File: config.mk
export PLATFORM = sky130hd
export DESIGN_NAME = mir_skid
export DESIGN_NICKNAME = d
export VERILOG_FILES = /design/src/rtl/mir_skid.sv
export SDC_FILE = /design/constraint.sdc
export NUM_CORES = 1
export LEC_CHECK = 0
export CAP_MARGIN = 20
export CORE_MARGIN = 3
export CORE_UTILIZATION = 50
export CTS_CLUSTER_SIZE = 10
export DETAILED_ROUTE_END_ITERATION = 8
export PLACE_DENSITY_LB_ADDON = 0.08
export SKIP_CTS_REPAIR_TIMING = 1
export SLEW_MARGIN = 30
export SYNTH_ARGS = -nofsm -noshare
export SYNTH_HDL_FRONTEND = slang
export SYNTH_SLANG_ARGS = --single-unit
File: constraint.sdc
create_clock -name clk -period 1.94 [get_ports clk]
set_input_delay 0.388 -clock clk [delete_from_list [all_inputs] [get_ports clk]]
set_output_delay 0.388 -clock clk [all_outputs]
set_load 0.1 [all_outputs]
File: src/rtl/mir_skid.sv
// mir_skid: falling-edge microinstruction register with valid/ready, 2-entry skid buffer, flush and stall counter.
// Optional MIR_PARITY_EN adds even-parity checking of accepted microwords (uins_par in, sticky par_err out).
module mir_skid #(
   parameter int ADDR_W = 5,
   parameter int M_W    = 3,
   parameter int COND_W = 1,
   parameter int CNT_W  = 16,
   parameter int UINS_W = COND_W + 1 + ADDR_W + 2 * M_W
) (
   input  logic              clk,
   input  logic              rst_n,
   input  logic              flush,
   input  logic              in_valid,
   output logic              in_ready,
   input  logic [UINS_W-1:0] uins,
`ifdef MIR_PARITY_EN
   input  logic              uins_par,
   output logic              par_err,
`endif
   output logic              out_valid,
   input  logic              out_ready,
   output logic [ADDR_W-1:0] addr,
   output logic [M_W-1:0]    m1,
   output logic [M_W-1:0]    m2,
   output logic              bt,
   output logic [COND_W-1:0] cond_sel,
   output logic [CNT_W-1:0]  stall_cnt
);
   logic [UINS_W-1:0] head, skid, head_n, skid_n, word;
   logic [1:0]        occ, occ_n;
   logic              acc, pop;

   assign out_valid = occ != 2'd0;
   assign in_ready  = occ != 2'd2;
   assign acc       = in_valid & in_ready & ~flush;
   assign pop       = out_valid & out_ready & ~flush;
   // an empty buffer presents an all-zero NOP microword
   assign {cond_sel, bt, addr, m1, m2} = out_valid ? head : '0;

`ifdef MIR_PARITY_EN
   logic bad;
   assign bad  = ^{uins, uins_par};
   assign word = bad ? '0 : uins;
   always_ff @(negedge clk or negedge rst_n)
      if (!rst_n) par_err <= 1'b0;
      else if (acc && bad) par_err <= 1'b1;
`else
   assign word = uins;
`endif

   always_comb begin
      head_n = head;
      skid_n = skid;
      occ_n  = occ;
      if (flush) occ_n = 2'd0;
      else if (occ == 2'd0) begin
         if (acc) begin
            head_n = word;
            occ_n  = 2'd1;
         end
      end else if (occ == 2'd1) begin
         if (acc && pop) head_n = word;
         else if (acc) begin
            skid_n = word;
            occ_n  = 2'd2;
         end else if (pop) occ_n = 2'd0;
      end else if (pop) begin
         head_n = skid;
         occ_n  = 2'd1;
      end
   end

   always_ff @(negedge clk or negedge rst_n)
      if (!rst_n) begin
         head      <= '0;
         skid      <= '0;
         occ       <= 2'd0;
         stall_cnt <= '0;
      end else begin
         head <= head_n;
         skid <= skid_n;
         occ  <= occ_n;
         if (out_valid && !out_ready && stall_cnt != '1) stall_cnt <= stall_cnt + 1'b1;
      end
endmodule

==> reports/metrics.cfg, run 1 <==
[yosys]
ys_seq_area_frac = 0.514
syn_avg_cell_area_um2 = 12.7
ys_ff_latch = 44
ys.flop_type = dfrtn_1
synth_async_sr_flop_share = 1.00
yosys_warnings = 0
syn-num-nets = 188
synth.distinct_cells = 30
netlist_instances = 169
synth_edf_count = 0
netlist_area_mm2 = 0.00214

[placement]
port_buffers = 48
dp.cells = 297
postPlaceCellArea_mm2 = 0.00351
hpwlAfterDp_um = 4160
gp_congestion = 0.877

[clocking]
clockRootBuffer = clkbuf_8
htreeDepth = 2
cts-buffers-inserted = 5
clock-sinks = 44
cts_max_path_buffers = 2

[die]
die_height_um = 71.4
std_cell_rows = 23
io_pins = 49
die_x_um = 71.4
start_util = 0.528

[run_status]
error_line = [ERROR DPL-0033] detailed placement checks failed during check placement.
stop_stage = global routing
status = did not finish

[sta]
endpoint_type = primary output
crit_endpoint = out_valid

[global_route]
grt_max_degree = 45
antenna_found_initial = 1

## Yosys cell counts, types with 2 or more instances
library cell,n,area share
dfrtn_1,44,0.51
mux2_2,41,0.22
nor2b_1,14,0.041
nand3_1,8,0.019
nor2_1,8,0.014
xor2_1,8,0.033
nor3_1,6,0.014
xnor2_1,6,0.025
nand2_1,5,0.0088
nor4_1,3,0.0088
and3_1,2,0.0058
clkbuf_1,2,0.0035
inv_1,2,0.0035
nand2b_1,2,0.0058
nand4b_1,2,0.0082
nor3_2,2,0.0094
## cells by family after synthesis
logic type / after synthesis / share of synthesized area
AND/OR/NAND/NOR: 59 / 0.175
flip-flops: 44 / 0.514
multiplexers: 41 / 0.216
XOR/XNOR: 14 / 0.0573
buffers and inverters: 7 / 0.0181
AO/OA/AOI/OAI: 3 / 0.0140
adder cells (fa/ha/maj): 1 / 0.00584
## metrics by stage
| stage | setup slack, ns | hold slack (ns) |
|---|---|---|
| 2_1_floorplan | -0.775 | 0.434 |
| 3_3_place_gp | -1.04 | 0.441 |
| 3_5_place_dp | -1.07 | 0.454 |
| 4_1_cts | -0.794 | 0.458 |
==> run 2, diff against run 1 <==
--- a/config.mk
+++ b/config.mk
@@ -7,10 +7,9 @@
 export LEC_CHECK = 0
 export CAP_MARGIN = 20
 export CORE_MARGIN = 3
-export CORE_UTILIZATION = 50
-export CTS_CLUSTER_SIZE = 10
+export CORE_UTILIZATION = 40
 export DETAILED_ROUTE_END_ITERATION = 8
-export PLACE_DENSITY_LB_ADDON = 0.08
+export PLACE_DENSITY_LB_ADDON = 0.15
 export SKIP_CTS_REPAIR_TIMING = 1
 export SLEW_MARGIN = 30
 export SYNTH_ARGS = -nofsm -noshare
==> reports/metrics.cfg, run 2 <==
[run_status]
status = finished with violations
failed_checks = negative setup slack

[drt]
routed_via_density = 5.28
routedWlPerCell_um = 20.3
drtIter0Drc = 109
num_vias = 1769
totalWireLength_um = 6820
drt_pass1_iterations = 4
ant_nets = 0
drc = 0

[sta]
tightest_slew_ns = 0.453
whs_ns = 0.459
setup-violations-final = 73
skew_ns = 0.00681
rsz0062_at_grt = yes
hold_viol = 0
drv_slew = 0
relSlewSlack = 0.697
setup_slack_ns = -0.799
tns_ns = -26.80

[global_route]
grt_pass1_wl_um = 9090
antenna_found_initial = 0
gr-total-overflow = 0
grt_use_total = 0.186
grt_max_degree = 45
grt_pass1_vias = 1819

[layout]
ff_latch_area_mm2 = 0.00110
fin_cells = 335
area_delta_synth_final_pct = 85.8
largest_reg_flops = 16
regMostFlops = stall_cnt
layout_commonest_cell = dfrtn_1
final_util = 0.805
drive_above_1_share = 0.653
fin_area_mm2 = 0.00398
final_nets = 286
multi_input_area_mm2 = 0.00136
reg_top3 = stall_cnt: 16 flops, head: 13 flops, skid: 13 flops
diodes = 0
final_cell_mix = 44 x dfrtn_1, 37 x buf_12, 35 x buf_4
fillers = 291

[worst_setup_path]
criticalPathCategory = flip-flop to primary output
setup.worst_path.start_class = flip-flop
worst-path-max-fanout = 5
cp-end-kind = primary output
cp.arrival_ns = 2.35
worst-endpoint-required_ns = 1.55

[clocking]
clk_pin_slew_ns = 0.06
clk_latency_ns = 0.30
cts_max_path_buffers = 2
htreeDepth = 2
clock-sinks = 44
cts_tree = done
clockRootBuffer = clkbuf_8
cts-buffers-inserted = 5

[yosys]
yosysMostFrequentCell = dfrtn_1
yosys_warnings = 0
synth_async_sr_flop_share = 1.00
synth.distinct_cells = 30
netlist_instances = 169
syn-num-nets = 188
synth_edf_count = 0
ys.flop_type = dfrtn_1
synthTopCellsByArea = dfrtn_1 51%, mux2_2 22%, nor2b_1 4.1%, xor2_1 3.3%, xnor2_1 2.5%
ys_seq_area_frac = 0.514
synth_largest_area_cell = dfrtn_1
yosysTopAreaCellShare = 0.514
netlist_area_mm2 = 0.00214
ys_ff_latch = 44
synthTopCellsByCount = 44 x dfrtn_1, 41 x mux2_2, 14 x nor2b_1
syn_avg_cell_area_um2 = 12.7

[power_and_ir_drop]
p_per_area_mw_per_mm2 = 979
p_leak_nw = 1.87
power_mw = 3.89
pwr-share-comb = 0.484
pwr-share-clk = 0.188
p_sw_mw = 1.53
p_sw_frac = 0.392
internal-power_mw = 2.37
p_seq_frac = 0.328
ir_worst_vdd_v = 0.00142

[placement]
port_buffers = 48
post-place-ws_ns = -1.08
gp_congestion = 0.793
postPlaceCellArea_mm2 = 0.00354
hpwlAfterDp_um = 4080
dp.cells = 313

[flow_run]
max-cap-violations = 0

[die]
start_util = 0.433
die_height_um = 79.2
die_x_um = 79.2
core_area_mm2 = 0.00494
dieArea_mm2 = 0.00627
io_pins = 49
std_cell_rows = 25

[worst_hold_path]
holdCritPathClass = flip-flop to flip-flop

==> run 2: cell counts after synthesis <==
No cell type changed its count.
==> run 2: area by class of cell <==
class | instances | share of cell area
Multi-Input combinational cell | 118 | 0.343
Timing Repair Buffer | 96 | 0.327
Sequential cell | 44 | 0.277
Tap cell | 67 | 0.0211
Clock buffer | 5 | 0.0173
Clock inverter | 3 | 0.0116
Inverter | 2 | 0.00283
==> run 2: path summary, 6_finish.rpt <==
kind | slack, ns | to | cells past startpoint | from
max | -0.80 | bt | 4 | occ[1]
min reg2reg | 0.46 | skid[7] | 1 | skid[7]
max in group asynchronous | 0.78 | head[6] | 2 | rst_n
min | 0.46 | skid[7] | 1 | skid[7]
min in group asynchronous | 0.91 | skid[2] | 2 | rst_n
max reg2reg | -0.17 | stall_cnt[11] | 7 | occ[1]
==> run 2: power by group through the flow <==
| stage | logic, mW | registers (mW) | clock network [mW] |
|---|---|---|---|
| 3_5_place_dp | 1.72 | 1.27 | 0 |
| 3_3_place_gp | 1.68 | 1.26 | 0 |
| 2_1_floorplan | 0.669 | 1.64 | 0 |
| 6_report | 1.88 | 1.28 | 0.734 |
| 5_1_grt | 1.95 | 1.29 | 0.787 |
| 4_1_cts | 1.73 | 1.26 | 0.736 |
==> run 2: logic make-up (layout without fill, tap and decap cells) <==
kind of cell | Yosys count | after routing | synth area share
compound gates | 3 | 3 | 0.0140
xor+xnor | 14 | 14 | 0.0573
fa+ha+maj | 1 | 1 | 0.00584
buf+inv | 7 | 106 | 0.0181
flops | 44 | 44 | 0.514
mux | 41 | 41 | 0.216
simple gates | 59 | 59 | 0.175
==> run 2: routing by layer <==
| metal | vias to the layer above | wire [um] | track usage |
|---|---|---|---|
| met4 | 0 | 112 | 0.0361 |
| met3 | 10 | 247 | 0.0374 |
| li1 | 792 | - | - |
| met5 | - | 0 | 0 |
| met1 | 911 | 2650 | 0.236 |
| met2 | 56 | 3800 | 0.330 |
==> run 2: worst max-delay path, cell delays in order (launching register included) <==
cell and delay, ns:
dfrtn_1 0.50, nor2_4 0.08, clkbuf_16 0.18, nor2b_4 0.14, buf_12 0.18
(Power assumes the default switching activity.)
==> run 3, diff against run 2 <==
--- a/config.mk
+++ b/config.mk
@@ -7,7 +7,7 @@
 export LEC_CHECK = 0
 export CAP_MARGIN = 20
 export CORE_MARGIN = 3
-export CORE_UTILIZATION = 40
+export CORE_UTILIZATION = 35
 export DETAILED_ROUTE_END_ITERATION = 8
 export PLACE_DENSITY_LB_ADDON = 0.15
 export SKIP_CTS_REPAIR_TIMING = 1
==> reports/metrics.cfg, run 3 (synthesis gave the netlist of run 2 again) <==
[clocking]
htreeDepth = 2
clk_pin_slew_ns = 0.05
cts_tree = done
clk_latency_ns = 0.30
cts-buffers-inserted = 5
clock-sinks = 44
cts_max_path_buffers = 2
clockRootBuffer = clkbuf_8

[die]
die_height_um = 84.2
core_area_mm2 = 0.00571
die_x_um = 84.2
io_pins = 49
std_cell_rows = 27
start_util = 0.375
dieArea_mm2 = 0.00709

[sta]
setup-violations-final = 74
relSlewSlack = 0.743
setup_slack_ns = -0.724
hold_viol = 0
tightest_slew_ns = 0.385
rsz0062_at_grt = yes
skew_ns = 0.0101
whs_ns = 0.457
drv_slew = 0

[drt]
met1_length_um = 2280
met3RoutedLength_um = 207
ant_nets = 0
routedWlPerCell_um = 15.6
routed_via_density = 4.87
drt_pass1_iterations = 4
totalWireLength_um = 5530
drc = 0
drtIter0Drc = 35
wl_met2_um = 3030
num_vias = 1724
top_layer_used = met4

[layout]
final_nets = 300
area_delta_synth_final_pct = 89.5
layout_commonest_cell = buf_4
final_cell_mix = 45 x buf_4, 44 x dfrtn_1, 33 x buf_12
diodes = 0
regMostFlops = stall_cnt
largest_reg_flops = 16
drive_above_1_share = 0.674
reg_top3 = stall_cnt: 16 flops, head: 13 flops, skid: 13 flops

[run_status]
status = finished with violations
failed_checks = negative setup slack

[worst_setup_path]
cp-end-kind = primary output
worst-path-max-fanout = 5
cp.arrival_ns = 2.28
criticalPathCategory = flip-flop to primary output
setup.worst_path.start_class = flip-flop
worst-endpoint-required_ns = 1.55

[power_and_ir_drop]
p_leak_nw = 1.99
p_per_area_mw_per_mm2 = 922
power_mw = 3.74
ir_worst_vdd_v = 0.000940

[global_route]
grt_use_total = 0.155
gr-total-overflow = 0
grt_max_degree = 45
grt_pass1_wl_um = 8940
antenna_found_initial = 0
grt_pass1_vias = 1860

[flow_run]
max-cap-violations = 0

[placement]
post-place-ws_ns = -1.06
hpwlAfterDp_um = 3970
port_buffers = 48
gp_congestion = 0.846

[worst_hold_path]
holdCritPathClass = flip-flop to flip-flop

-- run 3: area by class of cell --
| cell class | count | area [um2] |
|---|---|---|
| well taps | 72 | 90.1 |
| clock buffers | 5 | 68.8 |
| repair buffers | 110 | 1360 |
| flip-flops and latches | 44 | 1100 |
| multi-input cells | 118 | 1400 |
| inverters | 2 | 11.3 |
| clock inverters | 3 | 18.8 |
| fillers | 383 | 1650 |
-- run 3: final timing paths --
kind                              start            to  slack, ns  cells after the start
setup / recovery                 occ[1]         m1[1]      -0.72                      4
hold / removal                  skid[5]       skid[5]       0.46                      1
setup reg to reg           stall_cnt[1]  stall_cnt[2]      -0.03                      8
hold reg to reg                 skid[5]       skid[5]       0.46                      1
max in group asynchronous         rst_n      skid[12]       0.78                      2
min in group asynchronous         rst_n       head[4]       0.92                      2
-- run 3: critical path, cell delays in order, from the launching register on --
cell and delay [ns]:
dfrtn_1 0.37, nor2_4 0.25, buf_6 0.19, nor2b_4 0.05, buf_12 0.16
-- run 3: routing by layer --
metal	vias up	track usage
met5	-	0
met4	0	0.0351
met3	2	0.0363
met2	32	0.287
met1	875	0.181
li1	815	-
-- run 3: power breakdown --
group / leakage [nW] / internal (mW) / total (mW) / switching [mW]
clock: 0.0479 / 0.251 / 0.569 / 0.317
combinational: 1.40 / 0.891 / 1.90 / 1.01
sequential: 0.550 / 1.13 / 1.27 / 0.145
-- run 3: through the flow --
stage / TNS [ns] / cell area [um2] / utilization / std cells
after floorplan: -33.08 / 2420 / - / 169
after global placement: -45.20 / 3620 / 0.633 / 331
after detailed placement: -46.42 / 3620 / 0.633 / 331
after CTS: -42.69 / 3700 / 0.649 / 339
after global routing: -26.37 / 4060 / 0.710 / 354
final: -23.97 / 4060 / 0.710 / 354
==> run 4, diff against run 3 <==
--- a/config.mk
+++ b/config.mk
@@ -6,8 +6,10 @@
 export NUM_CORES = 1
 export LEC_CHECK = 0
 export CAP_MARGIN = 20
+export CELL_PAD_IN_SITES_DETAIL_PLACEMENT = 1
+export CELL_PAD_IN_SITES_GLOBAL_PLACEMENT = 2
 export CORE_MARGIN = 3
-export CORE_UTILIZATION = 35
+export CORE_UTILIZATION = 33
 export DETAILED_ROUTE_END_ITERATION = 8
 export PLACE_DENSITY_LB_ADDON = 0.15
 export SKIP_CTS_REPAIR_TIMING = 1
==> reports/metrics.cfg, run 4 (synthesis gave the netlist of run 2 again) <==
[global_route]
grt_use_total = 0.166
antenna_found_initial = 0
gr-total-overflow = 0
grt_max_degree = 45
grt_pass1_vias = 1910
grt_pass1_wl_um = 9630

[die]
die_x_um = 86.5
std_cell_rows = 28
io_pins = 49
core_area_mm2 = 0.00610
start_util = 0.351
dieArea_mm2 = 0.00749
die_height_um = 86.5

[clocking]
htreeDepth = 2
clk_latency_ns = 0.30
clockRootBuffer = clkbuf_8
cts_max_path_buffers = 2
cts_tree = done
clock-sinks = 44
cts-buffers-inserted = 5
clk_pin_slew_ns = 0.06

[worst_setup_path]
cp-end-kind = primary output
setup.worst_path.start_class = flip-flop
r2r_cells = 7
r2r_end = stall_cnt[7]
worst-path-max-fanout = 8
cp.arrival_ns = 2.31
worst-r2r-setup-slack_ns = -0.08
criticalPathCategory = flip-flop to primary output
r2r-start = stall_cnt[14]
cp-startpoint = occ[1]
worst-endpoint-required_ns = 1.55

[sta]
rsz0062_at_grt = yes
relSlewSlack = 0.746
setup-violations-final = 72
skew_ns = 0.00463
drv_slew = 0
setup_slack_ns = -0.761
hold_viol = 0
tightest_slew_ns = 0.378

[run_status]
status = finished with violations
failed_checks = negative setup slack

[layout]
final_cell_mix = 44 x dfrtn_1, 43 x buf_4, 35 x buf_12
area_delta_synth_final_pct = 86.3
drive_above_1_share = 0.668
fin_cells = 349
largest_reg_flops = 16
regMostFlops = stall_cnt
layout_commonest_cell = dfrtn_1
reg_top3 = stall_cnt: 16 flops, head: 13 flops, skid: 13 flops
final_nets = 292
diodes = 0
final_util = 0.654

[flow_run]
max-cap-violations = 0

[power_and_ir_drop]
p_leak_nw = 1.93
p_per_area_mw_per_mm2 = 973
ir_worst_vdd_v = 0.00101

[drt]
routed_via_density = 4.95
totalWireLength_um = 6870
ant_nets = 0
drc = 0
routedWlPerCell_um = 19.7
drt_pass1_iterations = 4
drtIter0Drc = 33
num_vias = 1728

[placement]
dp.cells = 325
gp_congestion = 0.846
hpwlAfterDp_um = 4340
port_buffers = 48

[worst_hold_path]
min_from = skid[5]
whs_path_depth = 1
holdCritPathClass = flip-flop to flip-flop
hold_path_end = skid[5]

run 4: cell types whose count changed in the layout (fill, tap and decap cells not counted), moves of 2 or more:
cell	delta
buf_6	-7
nor3_2	+2
clkinv_2	-2
mux2_4	-8
nor3_4	-2
mux2_2	+8
buf_12	+2
buf_4	-2
run 4: stage by stage:
stage               hold slack, ns  area, um2  setup TNS (ns)  worst slack [ns]  total power, mW
global placement             0.441       3580          -44.76             -1.01             2.96
detailed placement           0.448       3580          -46.03             -1.04             3.02
finish                       0.452       3990          -25.78            -0.761             3.88
global route                 0.470       3990          -28.60            -0.811             4.06
floorplan                    0.434       2420          -33.08            -0.775             2.31
CTS                          0.451       3700          -42.74            -0.772             3.79
run 4: worst max path at each step:
stage,to
finish,m1[1]
global route,in_ready
CTS,out_valid
detailed placement,stall_cnt[15]
global placement,stall_cnt[11]
floorplan,out_valid
run 4: layer usage:
metal / wire [um] / GRT usage / vias up
li1: - / - / 801
met1: 2700 / 0.179 / 888
met2: 3940 / 0.325 / 37
met3: 205 / 0.0323 / 2
met4: 24 / 0.0453 / 0
met5: 0 / 0 / -
run 4: area by class of cell:
class,count,area [um2]
sequential,44,1100
inverter,2,11.3
multi-input combinational,118,1370
clock buffer,6,82.6
clock inverter,2,38.8
fill,575,2110
timing repair buffer,102,1290
tap,75,93.8
run 4: where the power goes:
part           total (mW)  switching (mW)  internal (mW)
clock network       0.755           0.334          0.422
registers            1.27           0.140           1.13
logic                1.86            1.02          0.836
total                3.88            1.50           2.38
run 4: worst max-delay path: stages (launching register included):
cell	delay, ns
dfrtn_1	0.48
nor2_4	0.08
buf_12	0.16
nor2b_4	0.14
buf_12	0.18
